==> src/rtl/id_ex_pipeline_reg.sv <==
// ID/EX pipeline register: captures decoded operands and control from ID,
// detects load-use hazards against its own contents and inserts bubbles.
module id_ex_pipeline_reg #(
  parameter int N_BITS_DATA  = 32,
  parameter int N_BITS_REG   = 5,
  parameter int N_BITS_PC    = 32,
  parameter int N_BITS_ALUOP = 4,
  parameter int N_BITS_CNT   = 16
) (
  input  logic                    i_clock,
  input  logic                    i_reset,
  input  logic                    i_valid_id,
  input  logic                    i_uses_rt_id,
  input  logic [N_BITS_REG-1:0]   i_rs_id,
  input  logic [N_BITS_REG-1:0]   i_rt_id,
  input  logic [N_BITS_REG-1:0]   i_rd_id,
  input  logic [N_BITS_DATA-1:0]  i_data_rs_id,
  input  logic [N_BITS_DATA-1:0]  i_data_rt_id,
  input  logic [N_BITS_DATA-1:0]  i_imm_id,
  input  logic [N_BITS_PC-1:0]    i_pc_id,
  input  logic                    i_regWrite_id,
  input  logic                    i_memRead_id,
  input  logic                    i_memWrite_id,
  input  logic                    i_memToReg_id,
  input  logic                    i_regDst_id,
  input  logic                    i_aluSrc_id,
  input  logic [N_BITS_ALUOP-1:0] i_aluOp_id,
  input  logic                    i_flush,
  input  logic                    i_halt,
  output logic [N_BITS_REG-1:0]   o_rs,
  output logic [N_BITS_REG-1:0]   o_rt,
  output logic [N_BITS_REG-1:0]   o_rd,
  output logic [N_BITS_DATA-1:0]  o_data_rs,
  output logic [N_BITS_DATA-1:0]  o_data_rt,
  output logic [N_BITS_DATA-1:0]  o_imm,
  output logic [N_BITS_PC-1:0]    o_pc,
  output logic                    o_regWrite,
  output logic                    o_memRead,
  output logic                    o_memWrite,
  output logic                    o_memToReg,
  output logic                    o_regDst,
  output logic                    o_aluSrc,
  output logic [N_BITS_ALUOP-1:0] o_aluOp,
  output logic                    o_valid,
  output logic                    o_stall,
  output logic [N_BITS_CNT-1:0]   o_bubble_count
);

  localparam int CTRL_W = 6;
  localparam int CTRL_MEM_READ = 4;
  localparam logic [N_BITS_CNT-1:0] CNT_MAX = '1;
  localparam logic [N_BITS_CNT-1:0] CNT_ONE = N_BITS_CNT'(1);

  logic [N_BITS_REG-1:0]   rs_reg, rt_reg, rd_reg;
  logic [N_BITS_DATA-1:0]  data_rs_reg, data_rt_reg, imm_reg;
  logic [N_BITS_PC-1:0]    pc_reg;
  logic [CTRL_W-1:0]       ctrl_reg;
  logic [CTRL_W-1:0]       ctrl_id;
  logic [N_BITS_ALUOP-1:0] alu_op_reg;
  logic                    valid_reg;
  logic [N_BITS_CNT-1:0]   cnt_reg, cnt_next;
  logic                    hazard;

  // Control bit order: regWrite, memRead, memWrite, memToReg, regDst, aluSrc
  assign ctrl_id = {i_regWrite_id, i_memRead_id, i_memWrite_id,
                    i_memToReg_id, i_regDst_id, i_aluSrc_id};

  // A load to $0 never produces a value worth waiting for
  assign hazard = valid_reg & ctrl_reg[CTRL_MEM_READ] & (rt_reg != '0) & i_valid_id &
                  ((rt_reg == i_rs_id) | (i_uses_rt_id & (rt_reg == i_rt_id)));

  always_comb begin
    cnt_next = cnt_reg;
    if (hazard && !i_flush && (cnt_reg != CNT_MAX))
      cnt_next = cnt_reg + CNT_ONE;
  end

  always_ff @(posedge i_clock or posedge i_reset) begin
    if (i_reset) begin
      rs_reg      <= '0;
      rt_reg      <= '0;
      rd_reg      <= '0;
      data_rs_reg <= '0;
      data_rt_reg <= '0;
      imm_reg     <= '0;
      pc_reg      <= '0;
      ctrl_reg    <= '0;
      alu_op_reg  <= '0;
      valid_reg   <= 1'b0;
      cnt_reg     <= '0;
    end else if (!i_halt) begin
      cnt_reg <= cnt_next;
      if (i_flush || hazard) begin
        // Bubble: zeroed indices keep the forwarding unit from matching it
        rs_reg      <= '0;
        rt_reg      <= '0;
        rd_reg      <= '0;
        data_rs_reg <= '0;
        data_rt_reg <= '0;
        imm_reg     <= '0;
        pc_reg      <= '0;
        ctrl_reg    <= '0;
        alu_op_reg  <= '0;
        valid_reg   <= 1'b0;
      end else begin
        rs_reg      <= i_rs_id;
        rt_reg      <= i_rt_id;
        rd_reg      <= i_rd_id;
        data_rs_reg <= i_data_rs_id;
        data_rt_reg <= i_data_rt_id;
        imm_reg     <= i_imm_id;
        pc_reg      <= i_pc_id;
        ctrl_reg    <= ctrl_id;
        alu_op_reg  <= i_aluOp_id;
        valid_reg   <= i_valid_id;
      end
    end
  end

  assign o_rs           = rs_reg;
  assign o_rt           = rt_reg;
  assign o_rd           = rd_reg;
  assign o_data_rs      = data_rs_reg;
  assign o_data_rt      = data_rt_reg;
  assign o_imm          = imm_reg;
  assign o_pc           = pc_reg;
  assign o_regWrite     = ctrl_reg[5];
  assign o_memRead      = ctrl_reg[4];
  assign o_memWrite     = ctrl_reg[3];
  assign o_memToReg     = ctrl_reg[2];
  assign o_regDst       = ctrl_reg[1];
  assign o_aluSrc       = ctrl_reg[0];
  assign o_aluOp        = alu_op_reg;
  assign o_valid        = valid_reg;
  assign o_stall        = hazard;
  assign o_bubble_count = cnt_reg;

endmodule

==> config.mk <==
export PLATFORM = sky130hd
export DESIGN_NAME = id_ex_pipeline_reg
export DESIGN_NICKNAME = d
export VERILOG_FILES = /design/src/rtl/id_ex_pipeline_reg.sv
export SDC_FILE = /design/constraint.sdc
export NUM_CORES = 1
export LEC_CHECK = 0
export CAP_MARGIN = 0
export CORE_MARGIN = 5
export CORE_UTILIZATION = 23
export DETAILED_ROUTE_END_ITERATION = 10
export DONT_BUFFER_PORTS = 1
export SYNTH_ARGS = -nofsm -noshare
export SYNTH_HDL_FRONTEND = slang
export SYNTH_SLANG_ARGS = --single-unit
export TNS_END_PERCENT = 5
==> constraint.sdc <==
create_clock -name i_clock -period 16.85 [get_ports i_clock]
set_input_delay 3.37 -clock i_clock [delete_from_list [all_inputs] [get_ports i_clock]]
set_output_delay 3.37 -clock i_clock [all_outputs]
set_load 0.1 [all_outputs]
# Yosys cells after proc, flatten, opt, wreduce, memory -nomap -nowiden
# Index checks and enable logic that the tools add are counted.
# W data, S select, Z words.
word_totals:
  word_cells: 38
  reg_bits: 170
  out_inout_bits: 171
  input_bits: 159
op_classes:
  bitwise: 7
  n_eq_ne: 3
  muxes: 10
  add_sub_neg: 1
  reduce_logical: 6
ops:
  columns: ["operator", "count"]
  rows:
  - ["$mux W32", 4]
  - ["$add A16 B1 Y16 const B", 1]
  - ["$ne A16 B16 Y1 const B", 1]
  - ["$mux W5", 3]
  - ["$eq A5 B5 Y1", 2]
  - ["$mux W6", 1]
  - ["$and A1 B1 Y1", 5]
  - ["$reduce_bool A5 Y1", 1]
  - ["$mux W4", 1]
  - ["$logic_and A1 B1 Y1", 2]
  - ["$reduce_and A2 Y1", 1]
  - ["$logic_not A1 Y1", 1]
  - ["$logic_or A1 B1 Y1", 1]
  - ["$mux W1", 1]
  - ["$not A1 Y1", 1]
  - ["$or A1 B1 Y1", 1]

# Longest topological paths before layout
# Gate-level depths: netlist (run 1).
logic_depth:
  depth_word: 7
  ltp_mapped: 10

# Least setup slack after synthesis (run 1)
# Ideal clock, no wire load.
synth_timing:
  kind: "input port to output port"
  start: "input i_rs_id[4]"
  end: "output o_stall"
  arrival_time_ps: 4144
  path_stages: 5
  path_buffers: 1
  setup_slack_ps: 9336
  required_ps: 13480
  path_cell_list: "xnor2_1 nand3_1 o22ai_1 and2_1 buf_6"
synth_via:
  elab_chain_len: 3
synth_rtl:
  columns: ["element", "line_no", "text"]
  rows:
  - ["start, declared", "14", "input logic [N_BITS_REG-1:0] i_rs_id,"]
  - ["$eq A5 B5 Y1", "70", "((rt_reg == i_rs_id) | (i_uses_rt_id & (rt_reg == i_rt_id)));"]
  - ["$or A1 B1 Y1", "70", null]
  - ["$and A1 B1 Y1", "69", "assign hazard = valid_reg & ctrl_reg[CTRL_MEM_READ] & (rt_reg != '0) & i_valid_id &"]
  - ["end, declared", "45", "output logic o_stall,"]
# Every way passes these cells.

# Worst setup path after layout (run 1)
layout_timing:
  start: "input i_rs_id[2]"
  end: "output o_stall"
# Same word-level chain as after synthesis.

==> key figures, run 1 <==
Outcome
  • Status: finished, final reports clean

Placement
  • IO Port Bufs: 0
  • Dpl hpwl: 12200 microns
  • Final GP Congestion: 0.735
  • Dpl cells: 746
  • Area post-placement: roughly 6600 sq um

Floorplan
  • Die H: 176 microns
  • Site row count: 60
  • IO Pins: 330
  • Die X: 176 microns
  • Die area: 30900 sq um
  • Starting Density: 23.4%
  • Core region area: 27000 sq um

Routing
  • Residual DRC count: 0
  • Post-DRT Antenna Nets: 0
  • Routed via count: between 3000 and 4000
  • DRT iter0 DRCs: 103
  • Drt wl/cell: 22.0 microns
  • 1st-pass router iterations: 4
  • Routed vias/inst: around 4.8
  • WL final: 17200 microns

Clocking
  • Root buf cell: clkbuf_16
  • Clk pin slew, worst setup/hold paths: 70 ps
  • CTS tree: yes
  • Num CTS Buffers: 17
  • Post-CTS Resized: 0
  • CTS Buffer Depth: 2
  • CTS Sinks: 170
  • Postcts setup bufs: 0
  • Hold Buf Count CTS: 0
  • Clock latency on the worst-skew pair: 410 ps
  • Htree depth: 4

Yosys
  • Gate Count Post-Synth: around 440
  • Syn. warnings: 0
  • Post-synth EDFFs: 0
  • Synthesized area: 6320 sq um
  • Top area cells in the synthesized netlist: dfrtp_1 67%, a22o_1 21%, xnor2_1 1.8%
  • Area leader, netlist: dfrtp_1
  • Most common cell in the netlist: dfrtp_1
  • Syn avg cell area: 14.5 sq um
  • Main synth FF type: dfrtp_1
  • Syn Nets: just under 600
  • FFs w/ async S/R, synth: 100%
  • Top cells by count, synth: 170 x dfrtp_1, 154 x a22o_1, 17 x clkbuf_1, 13 x xnor2_1
  • Distinct cell type count after synthesis: 24
  • Post-synthesis register bit count: 170
  • Seq/Total Area, Yosys: approximately 67%
  • Post-synth top area share: 67.3%

Cells and area
  • Area Overhead vs Synth: 13.3%
  • Nets@finish: 584
  • Final cell count without fillers: 779
  • Final design utilization: 26.5%
  • Post-Layout Inst Area: 7160 sq um
  • Layout cell share with drive strength beyond 1: under 10%

Global route
  • Initial antenna violation count: 2
  • First-pass GRT wire length: 25100 microns
  • GRT Overall Usage: 10.5%
  • Vias in the first global route: slightly below 4000
  • Largest net degree at the start of global routing: 158
  • GRT overflow: 0

Flow run
  • Max Cap Violations: 0

Timing
  • Final Hold Fails: 0
  • Slew margin rel.: 26.4%
  • Setup violations, final: 0
  • Min Hold Slack: 1110 ps
  • Setup TNS: 0 ps
  • Tcrit/Tclk final: a little under half
  • Worst-Margin Slew: 1100 ps
  • RSZ-0062 raised after global routing: no
  • Clk_skew: approximately 12 ps
  • Final Max Tran Viols: 0
  • Achievable Freq: 0.129 GHz
  • Final min period: 7730 ps

Hold path
  • Worst min path class: register to register
  • Worst hold stages: 1
  • Hold EP: o_bubble_count[13]
  • Hold wc startpoint: o_bubble_count[13]

Worst setup path
  • R2R depth: 9
  • Reg2Reg Setup Slack: 13050 ps
  • CP Class: input port to output pin
  • Critical path's slowest cell: buf_4
  • CP required: 13480 ps
  • Critical register-to-register path startpoint: o_rt[0]
  • Crit path cell chain: xnor2_1 > nand3_1 > o22ai_1 > and2_1 > buf_4
  • Worst-path fanout max: 8
  • CP peak stage delay: ~340 ps
  • Crit path DAT: 4360 ps
  • End of the worst register-to-register path: o_data_rt[31]
  • Setup crit end kind: output pin
  • Worst Setup Start Kind: input port

Power
  • Pleak: ~3.3 nW
  • PwrDens: 155 nW/um^2
  • VDD IR max: between 0.05 and 0.06 mV
-- power by group --
group          switching (mW)  internal [mW]
Combinational          0.0226         0.0252
Clock                   0.175          0.217
Sequential              0.241          0.431
Total                   0.439          0.673
-- logic make-up (layout without fill, tap and decap cells) --
family                     after synthesis  count (layout)  synth area share [%]
and+or+nand+nor                         43              43                  3.60
DFF                                    170             170                  67.3
adders and majority gates                1               1                 0.198
xor gates and xnor gates                23              23                  3.19
muxes                                    1               1                 0.178
AOI/OAI and AO/OA                      161             161                  22.0
other                                    0               1                     0
buffers and inverters                   38              38                  3.52
-- layer usage --
layer | share of wire (%) | global-route usage, %
met5 | 0.12 | 0
met1 | 37 | 11.5
met4 | 1.9 | 3.74
met2 | 49 | 18.1
met3 | 11 | 4.86
-- worst max-delay path: cells and delay by family --
kind | cells | cell delay, ps
buffers and inverters | 1 | 340
AND/OR/NAND/NOR | 2 | 300
AO/OA/AOI/OAI | 1 | 210
XOR/XNOR | 1 | 120
-- worst max path at each step --
stage | from | end | slack (ps) | cells after the start
after global routing | i_rs_id[4] | o_stall | 9000 | 5
after global placement | i_rs_id[0] | o_stall | 9080 | 5
after detailed placement | i_rs_id[4] | o_stall | 9080 | 5
after CTS | i_rs_id[0] | o_stall | 9080 | 5
final | i_rs_id[2] | o_stall | 9120 | 5
after floorplan | i_reset | ctrl_reg[0] | 8880 | 1
-- through the flow --
step / total power, mW / worst slack (ps)
final: 1.11 / 9120
after global routing: 1.16 / 9000
after CTS: 1.13 / 9080
after detailed placement: 0.730 / 9080
after global placement: 0.727 / 9080
after floorplan: 0.718 / 8880
-- cell type report --
class	count	area (sq um)
diodes	1	2.50
inverters	2	12.5
clock buffers	20	457
fillers	2765	19900
multi-input cells	229	1850
well taps	341	427
clock inverters	12	130
repair buffers	4	30.0
flip-flops and latches	170	4250
-- layout by cell type (no fill, tap or decap), types with 4 or more instances in the layout --
| cell | netlist | final |
|---|---|---|
| dfrtp_1 | 170 | 170 |
| buf_4 | 0 | 4 |
| nand2_1 | 8 | 8 |
| nor3_1 | 6 | 6 |
| nor4_1 | 4 | 4 |
| xor2_1 | 10 | 10 |
| and3_1 | 4 | 4 |
| nor2_1 | 4 | 4 |
| xnor2_1 | 13 | 13 |
| inv_6 | 0 | 4 |
| clkbuf_16 | 0 | 17 |
| nand3_1 | 10 | 10 |
| a22o_1 | 154 | 154 |
No activity file was read; power rests on OpenSTA's default activity.
==> inputs of run 2 (changes only) <==
- clock period: 16.85 -> 7.2 ns (I/O delays scaled with it)
==> key figures, run 2 (same netlist as run 1, synthesis figures left out) <==
Outcome
  • Status: finished, final reports clean

Timing
  • Setup TNS: 0 ps
  • Achievable Freq: roughly 0.25 GHz
  • Final Hold Fails: 0
  • Worst-Margin Slew: 1100 ps
  • Final Max Tran Viols: 0
  • RSZ-0062 raised after global routing: no
  • Slew margin rel.: 27.0%
  • Tcrit/Tclk final: a little under three fifths
  • Clk_skew: ~9.5 ps
  • Min Hold Slack: 1030 ps
  • Setup violations, final: 0
  • Final min period: 4070 ps

Clocking
  • CTS Buffer Depth: 2
  • Num CTS Buffers: 17
  • Root buf cell: clkbuf_16
  • CTS Sinks: 170
  • CTS tree: yes
  • Clock latency on the worst-skew pair: 410 ps
  • Post-CTS Resized: 0
  • Hold Buf Count CTS: 0
  • Htree depth: 4
  • Clk pin slew, worst setup/hold paths: 70 ps
  • Postcts setup bufs: 0

Worst setup path
  • WP buf/inv: 1
  • Setup crit end kind: output pin
  • Worst-path fanout max: 8
  • R2R depth: 9
  • Crit path DAT: 2630 ps
  • Reg2Reg Setup Slack: 3220 ps
  • Critical path's slowest cell: dfrtp_1
  • End of the worst register-to-register path: o_data_rs[3]
  • Critical register-to-register path startpoint: o_rt[0]
  • Worst Setup Start Kind: register
  • Crit path cell chain: xnor2_1 > nand3_1 > o22ai_1 > and2_1 > buf_4
  • CP peak stage delay: between 1000 and 1500 ps
  • CP required: 5760 ps
  • Top delay family on crit path: flip-flops
  • CP Class: register to output pin

Floorplan
  • Die X: 176 microns
  • Site row count: 60
  • Die area: 30900 sq um
  • IO Pins: 330
  • Core region area: 27000 sq um
  • Die H: 176 microns
  • Starting Density: 23.4%

Power
  • Pleak: 3.35 nW
  • PwrDens: 373 nW/um^2
  • Post-route total power: 2.69 mW
  • VDD IR max: 0.115 mV

Routing
  • DRT iter0 DRCs: between 200 and 250
  • 1st-pass router iterations: 4
  • Routed via count: about 3800
  • Post-DRT Antenna Nets: 0
  • Residual DRC count: 0
  • Routed vias/inst: 4.87
  • Drt wl/cell: 22.2 microns
  • WL final: roughly 17000 microns

Global route
  • Initial antenna violation count: 2
  • Largest net degree at the start of global routing: 158
  • GRT overflow: 0
  • First-pass GRT wire length: about 25000 microns
  • Vias in the first global route: approximately 3900
  • GRT Overall Usage: 10.5%

Cells and area
  • Commonest non-fill, non-tap cells in the layout: 170 x dfrtp_1, 154 x a22o_1, 17 x clkbuf_16, 13 x xnor2_1
  • Area Overhead vs Synth: 14.2%
  • Nets@finish: 584
  • Commonest non-fill, non-tap cell in the layout: dfrtp_1
  • Fill count: 2759
  • Layout cell share with drive strength beyond 1: 8.72%
  • Final design utilization: 26.7%

Placement
  • Final GP Congestion: 0.779
  • IO Port Bufs: 0
  • Dpl hpwl: 12200 microns

Hold path
  • Worst min path class: input port to asynchronous set/reset pin

Flow run
  • Max Cap Violations: 0
run 2: changes by cell type in the layout (fill, tap and decap cells not counted), sizes merged:
cell	previous run	this run
bufinv	1	4
clkinv	2	1
clkbuf	20	18
clkinvlp	3	2
run 2: worst register-to-register path, delay by kind of cell (launching register included):
family	cells	cell delay, ps
buf+inv	3	1640
flops	1	1070
simple gates	3	520
compound gates	2	520
xor+xnor	1	170
run 2: how the worst max path moves through the flow:
| stage | to | cells past startpoint | from | slack [ps] |
|---|---|---|---|---|
| floorplan | ctrl_reg[0] | 1 | i_reset | 1160 |
| global placement | o_data_rs[24] | 9 | i_rs_id[0] | 3070 |
| detailed placement | o_data_rt[31] | 9 | i_rs_id[4] | 2930 |
| CTS | o_stall | 5 | o_rt[2] | 3060 |
| global route | o_data_rs[11] | 9 | o_rt[2] | 2990 |
| finish | o_stall | 5 | o_rt[0] | 3130 |
run 2: stage by stage:
step / instances / instance area [sq um] / setup WS (ps)
global route: 778 / 7220 / 2990
floorplan: 437 / 6320 / 1160
CTS: 777 / 7220 / 3060
finish: 778 / 7220 / 3130
global placement: 746 / 6570 / 3070
detailed placement: 746 / 6570 / 2930
run 2: final cells by class:
cell class	instances	area (sq um)	share of cell area [%]
clock buffer	18	439	6.08
tap	341	427	5.91
multi-input combinational	229	1850	25.6
timing repair buffer	4	30.0	0.416
clock inverter	13	204	2.83
sequential	170	4250	58.9
antenna	1	2.50	0.0347
inverter	2	12.5	0.173
run 2: power by group:
part | leakage [nW] | internal [mW] | switching (mW)
combinational | 0.808 | 0.0590 | 0.0525
sequential | 2.23 | 1.01 | 0.565
clock | 0.309 | 0.600 | 0.406
total | 3.35 | 1.67 | 1.02
run 2: per-layer routing:
metal / vias up / GRT usage, % / wire length, microns
met2: 260 / 17.3 / 8370
li1: 1629 / - / -
met4: 2 / 2.92 / 217
met1: 1888 / 12.3 / 6540
met3: 13 / 5.06 / 2100
met5: - / 0 / 20
==> inputs of run 3 (changes only) <==
- clock period: 7.2 -> 3.54 ns (I/O delays scaled with it)
==> key figures, run 3 (same netlist as run 1, synthesis figures left out) <==
Cells and area
  • Area of the multi-input gates: ~1800 sq um
  • Fill count: 2734
  • Nets@finish: 606
  • Seq. cell area: 4250 sq um
  • Commonest non-fill, non-tap cells in the layout: 170 x dfrtp_1, 154 x a22o_1, 24 x buf_4, 17 x clkbuf_16, 13 x xnor2_1
  • Antenna Cells: 0
  • Area Overhead vs Synth: 16.2%
  • Final cell count without fillers: 800
  • Commonest non-fill, non-tap cell in the layout: dfrtp_1
  • Layout cell share with drive strength beyond 1: 13.3%

Timing
  • Achievable Freq: 0.351 GHz
  • Final Max Tran Viols: 0
  • Worst-Margin Slew: 1240 ps
  • Final Hold Fails: 0
  • Final min period: 2850 ps
  • Clk_skew: 20.2 ps
  • Setup TNS: 0 ps
  • Final WS setup: 692 ps
  • Min Hold Slack: between 400 and 500 ps
  • Setup violations, final: 0
  • Tcrit/Tclk final: 80.4%
  • Slew margin rel.: 17.3%
  • RSZ-0062 raised after global routing: no

Clocking
  • Clk pin slew, worst setup/hold paths: 70 ps
  • Postcts setup bufs: 0
  • CTS Buffer Depth: 2
  • CTS Sinks: 170
  • CTS tree: yes
  • Num CTS Buffers: 17
  • Post-CTS Resized: 0
  • Hold Buf Count CTS: 0
  • Htree depth: 4
  • Root buf cell: clkbuf_16
  • Clock latency on the worst-skew pair: 420 ps

Worst setup path
  • CP required: a little under 4000 ps
  • Crit path capture: o_imm[25]
  • CP Class: register to register
  • CP peak stage delay: 940 ps
  • Crit path cell chain: xnor2_1 > nand4_1 > o22ai_1 > and2_1 > nor3_4 > buf_12 > a22o_1
  • End of the worst register-to-register path: o_imm[25]
  • R2R depth: 7
  • Crit path DAT: between 3000 and 4000 ps
  • Worst-path fanout max: 120
  • Critical path's slowest cell: nor3_4
  • Reg2Reg Setup Slack: 690 ps
  • Worst Setup SP: o_rt[1]
  • Worst Setup Start Kind: register
  • Critical register-to-register path startpoint: o_rt[1]
  • Setup crit end kind: register

Floorplan
  • Die H: between 150 and 200 microns
  • Die X: 176 microns
  • Core region area: 27000 sq um
  • Starting Density: 23.4%
  • Site row count: 60
  • IO Pins: 330
  • Die area: 30900 sq um

Global route
  • Largest net degree at the start of global routing: ~170
  • Vias in the first global route: 4039
  • GRT Overall Usage: a little over a tenth
  • Initial antenna violation count: 0
  • First-pass GRT wire length: 25100 microns
  • GRT overflow: 0

Placement
  • Final GP Congestion: 0.721
  • Dpl hpwl: 12100 microns
  • Pre-CTS WS: 534 ps
  • IO Port Bufs: 0
  • Dpl cells: 768

Hold path
  • Worst min path class: input port to register

Routing
  • Metal2 WL: around 8400 microns
  • Top Layer Used: met4
  • Met1 wire length: 6610 microns
  • Wire length on met3: ~2000 microns
  • Residual DRC count: 0
  • 1st-pass router iterations: 4
  • WL final: 17200 microns
  • Drt wl/cell: 21.5 microns
  • DRT iter0 DRCs: approximately 200
  • Post-DRT Antenna Nets: 0
  • Routed vias/inst: 4.80
  • Routed via count: 3839

Power
  • PwrDens: 718 nW/um^2
  • Post-route total power: 5.27 mW
  • Pleak: 3.44 nW
  • VDD IR max: roughly 0.26 mV

Flow run
  • Max Cap Violations: 0

Outcome
  • Status: finished, final reports clean
-- run 3: final cells by class --
| type | instances | area share (%) |
|---|---|---|
| clock buffer | 19 | 6.17 |
| clock inverter | 13 | 1.75 |
| inverter | 2 | 0.153 |
| multi-input combinational | 229 | 25.2 |
| sequential | 170 | 57.9 |
| tap | 341 | 5.81 |
| timing repair buffer | 26 | 3.00 |
-- run 3: report_power, final --
part | switching [mW] | total [mW] | leakage (nW) | internal (mW)
registers | 1.10 | 3.15 | 2.23 | 2.05
clock network | 0.858 | 1.83 | 0.282 | 0.974
logic | 0.159 | 0.289 | 0.930 | 0.130
total | 2.11 | 5.27 | 3.44 | 3.16
-- run 3: worst min path at each step --
stage | from | end | slack (ps) | cells after the start
after floorplan | i_memRead_id | ctrl_reg[4] | 840 | 1
after global placement | o_rt[3] | o_rt[3] | 630 | 1
after detailed placement | o_rt[3] | o_rt[3] | 620 | 1
after CTS | i_rt_id[3] | o_rt[3] | 390 | 1
after global routing | i_data_rs_id[9] | o_data_rs[9] | 380 | 1
final | i_data_rs_id[9] | o_data_rs[9] | 410 | 1
-- run 3: critical path, delay by kind of cell (launching register included) --
kind	cells	cell delay (ps)
simple gates	3	1220
buf+inv	1	470
flops	1	460
compound gates	2	330
xor+xnor	1	160
-- run 3: metrics by stage --
step	cell area, sq um	util [%]
floorplan	6320	-
global placement	6760	25.0
detailed placement	6760	25.0
CTS	7340	27.2
global route	7340	27.2
finish	7340	27.2
-- run 3: layer usage --
| layer | up-vias | track usage (%) |
|---|---|---|
| li1 | 1676 | - |
| met1 | 1905 | 11.7 |
| met2 | 247 | 17.7 |
| met3 | 11 | 4.84 |
| met4 | 0 | 3.77 |
| met5 | - | 0 |
